### config.mk
export PLATFORM = sky130hd
export DESIGN_NAME = wb_dshot_encoder
export DESIGN_NICKNAME = d
export VERILOG_FILES = /design/src/rtl/wb_dshot_encoder.sv
export SDC_FILE = /design/constraint.sdc
export NUM_CORES = 1
export LEC_CHECK = 0
export ABC_AREA = 1
export BUFFER_PORTS_ARGS = -buffer_cell sky130_fd_sc_hd__buf_2
export CAP_MARGIN = 10
export CORE_AREA = 3 3 148 150
export CTS_BUF_LIST = sky130_fd_sc_hd__clkbuf_4 sky130_fd_sc_hd__clkbuf_8
export CTS_CLUSTER_DIAMETER = 50
export DETAILED_ROUTE_END_ITERATION = 16
export DIE_AREA = 0 0 151 153
export GPL_ROUTABILITY_DRIVEN = 0
export SLEW_MARGIN = 40
export SYNTH_ARGS = -nofsm -noshare
export SYNTH_HDL_FRONTEND = slang
export SYNTH_SLANG_ARGS = --single-unit
### constraint.sdc
create_clock -name wb_clk_i -period 1.9 [get_ports wb_clk_i]
set_input_delay 0.38 -clock wb_clk_i [delete_from_list [all_inputs] [get_ports wb_clk_i]]
set_output_delay 0.38 -clock wb_clk_i [all_outputs]
set_load 0.02 [all_outputs]
### src/rtl/wb_dshot_encoder.sv
// Wishbone-mapped four-channel DSHOT frame generator.
// All channels shift out aligned 16-bit frames, one-shot or on a refresh timer.
module wb_dshot_encoder #(
  parameter int CLK_FREQ_HZ    = 54_000_000,
  parameter int DSHOT_KBPS     = 150,
  parameter int GAP_CYCLES     = 1080,
  parameter int REFRESH_CYCLES = 54_000
) (
  input  logic        wb_clk_i,
  input  logic        wb_rst_ni,
  input  logic [31:0] wb_dat_i,
  input  logic [31:0] wb_adr_i,
  input  logic        wb_we_i,
  input  logic [3:0]  wb_sel_i,
  input  logic        wb_stb_i,
  input  logic        wb_cyc_i,
  output logic [31:0] wb_dat_o,
  output logic        wb_ack_o,
  output logic        wb_stall_o,
  output logic [3:0]  dshot_out,
  output logic        busy
);

  localparam int BIT_CYCLES = CLK_FREQ_HZ / (DSHOT_KBPS * 1000);
  localparam int T1H = (BIT_CYCLES * 3) / 4;
  localparam int T0H = (BIT_CYCLES * 3) / 8;

  localparam int BW = $clog2(BIT_CYCLES + 1);
  localparam int GW = $clog2(GAP_CYCLES + 1);
  localparam int RW = $clog2(REFRESH_CYCLES + 1);

  localparam logic [BW-1:0] BIT_LAST = BW'(BIT_CYCLES - 1);
  localparam logic [BW-1:0] T1H_C    = BW'(T1H);
  localparam logic [BW-1:0] T0H_C    = BW'(T0H);
  localparam logic [GW-1:0] GAP_LAST = GW'(GAP_CYCLES - 1);
  localparam logic [RW-1:0] REF_LAST = RW'(REFRESH_CYCLES - 1);

  localparam logic [1:0] S_IDLE = 2'd0;
  localparam logic [1:0] S_LOAD = 2'd1;
  localparam logic [1:0] S_BIT  = 2'd2;
  localparam logic [1:0] S_GAP  = 2'd3;

  logic [1:0]    state;
  logic [11:0]   shadow [4];
  logic [15:0]   shift_q [4];
  logic [BW-1:0] bit_cnt;
  logic [3:0]    bit_idx;
  logic [GW-1:0] gap_cnt;
  logic [RW-1:0] ref_cnt;
  logic          refresh_en;
  logic          refresh_due;
  logic          pending;

  logic [9:0]  reg_idx;
  logic        sel;
  logic        xfer;
  logic        wr;
  logic        is_motor;
  logic        is_ctrl;
  logic        expire;
  logic [31:0] rdata;
  logic        unused_ok;

  assign reg_idx    = wb_adr_i[11:2];
  assign sel        = wb_cyc_i & wb_stb_i;
  assign xfer       = sel & ~wb_ack_o;
  assign wr         = xfer & wb_we_i;
  assign is_motor   = (reg_idx[9:2] == 8'h30);
  assign is_ctrl    = (reg_idx == 10'h0C4);
  assign busy       = (state != S_IDLE);
  assign wb_stall_o = 1'b0;
  assign expire     = refresh_en & (ref_cnt == REF_LAST);
  assign unused_ok  = &{1'b0, wb_sel_i, wb_adr_i[31:12],
                        wb_adr_i[1:0], wb_dat_i[31:12]};

  function automatic logic [15:0] mk_frame(input logic [11:0] s);
    logic [11:0] v;
    v = {s[10:0], s[11]};
    return {v, v[3:0] ^ v[7:4] ^ v[11:8]};
  endfunction

  always_comb begin
    rdata = '0;
    unique case (1'b1)
      is_motor: rdata = {20'b0, shadow[reg_idx[1:0]]};
      is_ctrl:  rdata = {29'b0, busy, pending, refresh_en};
      default:  rdata = '0;
    endcase
  end

  always_ff @(posedge wb_clk_i or negedge wb_rst_ni) begin
    if (!wb_rst_ni) begin
      wb_ack_o   <= 1'b0;
      wb_dat_o   <= '0;
      refresh_en <= 1'b0;
      pending    <= 1'b0;
      for (int i = 0; i < 4; i++) shadow[i] <= '0;
    end else begin
      wb_ack_o <= xfer;
      if (xfer) wb_dat_o <= rdata;
      if (wr && is_motor) shadow[reg_idx[1:0]] <= wb_dat_i[11:0];
      if (wr && is_ctrl) refresh_en <= wb_dat_i[0];
      // a write landing during LOAD must survive the clear
      if (wr && is_motor) pending <= 1'b1;
      else if (state == S_LOAD) pending <= 1'b0;
    end
  end

  always_ff @(posedge wb_clk_i or negedge wb_rst_ni) begin
    if (!wb_rst_ni) begin
      ref_cnt     <= '0;
      refresh_due <= 1'b0;
    end else begin
      if (!refresh_en || ref_cnt == REF_LAST) ref_cnt <= '0;
      else ref_cnt <= ref_cnt + 1'b1;
      if (expire) refresh_due <= 1'b1;
      else if (state == S_LOAD || !refresh_en) refresh_due <= 1'b0;
    end
  end

  always_ff @(posedge wb_clk_i or negedge wb_rst_ni) begin
    if (!wb_rst_ni) begin
      state   <= S_IDLE;
      bit_cnt <= '0;
      bit_idx <= '0;
      gap_cnt <= '0;
      for (int i = 0; i < 4; i++) shift_q[i] <= '0;
    end else begin
      unique case (state)
        S_IDLE: begin
          if (pending || (refresh_en && refresh_due)) state <= S_LOAD;
        end
        S_LOAD: begin
          for (int i = 0; i < 4; i++) shift_q[i] <= mk_frame(shadow[i]);
          bit_cnt <= '0;
          bit_idx <= 4'd15;
          state   <= S_BIT;
        end
        S_BIT: begin
          if (bit_cnt == BIT_LAST) begin
            bit_cnt <= '0;
            for (int i = 0; i < 4; i++) shift_q[i] <= {shift_q[i][14:0], 1'b0};
            if (bit_idx == 4'd0) begin
              gap_cnt <= '0;
              state   <= S_GAP;
            end else begin
              bit_idx <= bit_idx - 1'b1;
            end
          end else begin
            bit_cnt <= bit_cnt + 1'b1;
          end
        end
        S_GAP: begin
          if (gap_cnt == GAP_LAST) state <= S_IDLE;
          else gap_cnt <= gap_cnt + 1'b1;
        end
        default: state <= S_IDLE;
      endcase
    end
  end

  always_comb begin
    dshot_out = '0;
    for (int i = 0; i < 4; i++)
      dshot_out[i] = (state == S_BIT) &&
                     (bit_cnt < (shift_q[i][15] ? T1H_C : T0H_C));
  end

endmodule

==> impl_metrics.json <==
{
  "cts.clk_slew.worst_paths_ns": 0.10,
  "die_x_um": 151,
  "drt-total-wl_mm": 23.6,
  "cts-buffers-inserted": 17,
  "synth_largest_area_cell": "dfrtp_1",
  "cp_slowest_stage_delay_ns": 0.51,
  "p_sw_share_pct": 26.8,
  "drive_gt1_share_pct": 15.1,
  "htreeDepth": 4,
  "cts_buffer_depth": 2,
  "dpl.hpwl_mm": 16.7,
  "antenna_found_initial": 0,
  "p_per_area_nw_per_um2": 642,
  "synthCells": 1229,
  "n_antenna_cell": 0,
  "rsz0062_at_grt": "true",
  "grt_max_degree": 54,
  "multi_input_area_um2": 4400,
  "status": "finished with violations",
  "synth.ff_latch_count": 170,
  "die-height_um": 153,
  "cts-root-buf": "clkbuf_8",
  "sequentialPowerShare_pct": 55.9,
  "core-area_um2": 20800,
  "area_growth_pct": 13.2,
  "hold_ws_ns": 0.205,
  "rows": 53,
  "yosysTopAreaCellShare_pct": 45.6,
  "cell_internal_pwr_mw": 4.95,
  "period_needed_ns": 2.31,
  "crit_required_ns": 1.52,
  "cpMaxStageDelayCell": "dfrtp_2",
  "cpMostUsedCell": "nand2_2",
  "wl_per_cell_um": 14.9,
  "finalSetupViolCount": 4,
  "synth-seq-area-share_pct": 45.6,
  "synthArstFlopShare_pct": 100,
  "maxCapViolCount": 0,
  "first_iter_violations": 492,
  "final_antenna_net_count": 0,
  "critPathBufInv": 1,
  "path_class": "flop to primary output",
  "grt_pass1_vias": 7370,
  "crit_arrival_ns": 1.93,
  "synth_edf_count": 0,
  "fill_cells": 2103,
  "crit_fanout": 5,
  "netSwitchingPower_mw": 1.82,
  "p_leak_nw": 5.32,
  "power_frac_clock_pct": 37.4,
  "grt_pass1_wl_mm": 38.3,
  "cp-start-kind": "flop",
  "io_pins": 112,
  "endpoint_kind": "primary output",
  "drv_slew": 0,
  "start_util_pct": 44.8,
  "violations": "setup timing",
  "dieArea_um2": 23100,
  "finalSetupTns_ns": -1.48,
  "numPortBuffers": 44,
  "skew_ns": 0.0153,
  "drt-pass1-iter-count": 5,
  "seq_area_um2": 4260,
  "yosys_warnings": 0,
  "final-hold-violation-count": 0,
  "holdCritPathClass": "input pin to flop",
  "worst_skew_pair.late_latency_ns": 0.47,
  "fin_ws_ns": -0.408,
  "syn_area_um2": 9320,
  "critical_path.cell_chain": "ha_4, nand2_2, nor2_2, o211ai_1, nand2_2, nor2_4, buf_6",
  "overflow": 0,
  "avgSynthCellArea_um2": 7.58,
  "fin_crit_sh_pct": 121,
  "final_nets": 1388,
  "drc": 0,
  "cts_tree": "done",
  "grtUsageTotal_pct": 21.0,
  "viasPerCell": 5.02,
  "ys.flop_type": "dfrtp_1",
  "max_freq_ghz": 0.433,
  "p_comb_share_pct": 6.7,
  "synth_cell_type_count": 39,
  "synthTopCellsByArea": "dfrtp_1, nand2_1, o21ai_0, inv_1, nand3_1",
  "cts_sinks": 170,
  "vdd_ir_drop_max_mv": 0.390,
  "crit_family": "flip-flops",
  "num_vias": 7941
}
[cell usage after synthesis (2+ instances only)]
master     number
nor2_1         74
o211ai_1        8
xor2_1         12
o21ai_1         7
nor3_1         11
nor2_2          5
o21ai_4         2
a31oi_1         2
a21oi_1        21
xnor2_1        10
nand3_1        64
o2111ai_1       8
nand4_1        16
dfrtp_1       170
o21ai_2        17
buf_2          26
o22ai_1         3
o21ai_0       109
ha_1           20
inv_1         107
nand2_4         5
nand2_1       473
buf_6           9
or2_2           5
buf_4          24
clkbuf_1        5
nand3b_1        2
nor2_4          2
clkinv_2        2
[logic make-up (layout without fill, tap and decap cells)]
family	after synthesis	count (layout)	synth area share [%]
compound gates	177	177	11.0
xor+xnor	22	22	2.07
fa+ha+maj	20	20	2.69
buf+inv	179	237	9.49
flops	170	170	45.6
other cells	1	21	0.0402
simple gates	660	660	29.0
[routing by layer]
layer / wire length (µm) / track usage [%] / vias up
met1: 11000 / 30.6 / 3740
met2: 10800 / 32.1 / 183
li1: - / - / 3994
met4: 358 / 5.70 / 0
met3: 1340 / 4.15 / 24
met5: 0 / 0 / -
[layout make-up]
| cell class | instances | share of cell area, % |
|---|---|---|
| multi-input combinational | 900 | 41.7 |
| sequential | 170 | 40.3 |
| timing repair buffer | 93 | 6.98 |
| inverter | 113 | 4.14 |
| tap | 275 | 3.26 |
| clock buffer | 19 | 2.48 |
| clock inverter | 12 | 1.11 |
[power groups by stage]
stage          logic, mW  clock network (mW)  registers [mW]
6_report           0.453                2.53            3.78
5_1_grt            0.511                2.74            3.80
4_1_cts            0.458                2.60            3.78
3_5_place_dp       0.453                   0            3.86
3_3_place_gp       0.447                   0            3.85
2_1_floorplan      0.272                   0            3.84
[cell usage in the layout (no fill, tap or decap), drive strengths merged, types with 12 or more instances in the layout]
cell	n
nand2	479
dfrtp	170
o21ai	135
inv	113
buf	92
nor2	81
nand3	64
conb	21
a21oi	21
ha	20
clkbuf	19
nand4	16
xor2	12
[what timing repair did]
item / 4_1_cts / 5_1_grt
resized for setup: 27 / 22
hold endpoints to repair: 34 / 0
endpoints found under the setup margin: 4 / 14
hold buffers: 1 / 0
buffers inserted: 5 / 4
gates cloned: 0 / 0
pin swaps: 6 / 7
[metrics by stage]
stage / setup WS [ns] / power (mW) / cells / cell area (µm²) / utilization [%]
2_1_floorplan: -0.00966 / 4.11 / 1249 / 9390 / -
3_3_place_gp: -0.0235 / 4.30 / 1541 / 9920 / 47.7
3_5_place_dp: -0.0302 / 4.31 / 1541 / 9920 / 47.7
4_1_cts: -0.399 / 6.84 / 1578 / 10400 / 50.1
5_1_grt: -0.494 / 7.05 / 1582 / 10600 / 50.7
6_report: -0.408 / 6.77 / 1582 / 10600 / 50.7
[flip-flops by register name, summed over array words and instances, names as in the netlist]
| register | cells |
|---|---|
| ref_cnt | 16 |
| state | 2 |
| shadow | 48 |
| wb_ack_o | 1 |
| wb_dat_o | 12 |
| pending | 1 |
| refresh_due | 1 |
| bit_cnt | 9 |
| refresh_en | 1 |
| bit_idx | 4 |
| shift_q | 64 |
| gap_cnt | 11 |
[worst reg2reg max path, stage by stage, from the launching register on]
cell and delay [ns]:
dfrtp_2 0.48, buf_4 0.17, inv_1 0.05, nand2_1 0.04, nor2_1 0.17, nand2_4 0.10, nand2_4 0.08, o21ai_4 0.08
inv_6 0.18, buf_12 0.21, nand2_1 0.08, o21ai_1 0.07
[path summary, 6_finish.rpt]
| path | startpoint | endpoint | slack, ns | depth (start not counted) |
|---|---|---|---|---|
| min in group asynchronous | wb_rst_ni | ref_cnt[13]$_DFF_PN0_ | 0.40 | 2 |
| max in group asynchronous | wb_rst_ni | shadow[24]$_DFFE_PN0P_ | 0.91 | 3 |
| setup / recovery | bit_cnt[8]$_DFFE_PN0P_ | dshot_out[1] | -0.41 | 7 |
| hold reg to reg | ref_cnt[0]$_DFF_PN0_ | ref_cnt[0]$_DFF_PN0_ | 0.46 | 1 |
| setup reg to reg | bit_cnt[7]$_DFFE_PN0P_ | shift_q[2]$_DFFE_PN0P_ | 0.12 | 11 |
| hold / removal | wb_dat_i[1] | shadow[13]$_DFFE_PN0P_ | 0.20 | 3 |
Power figures use the tool's default switching activity.
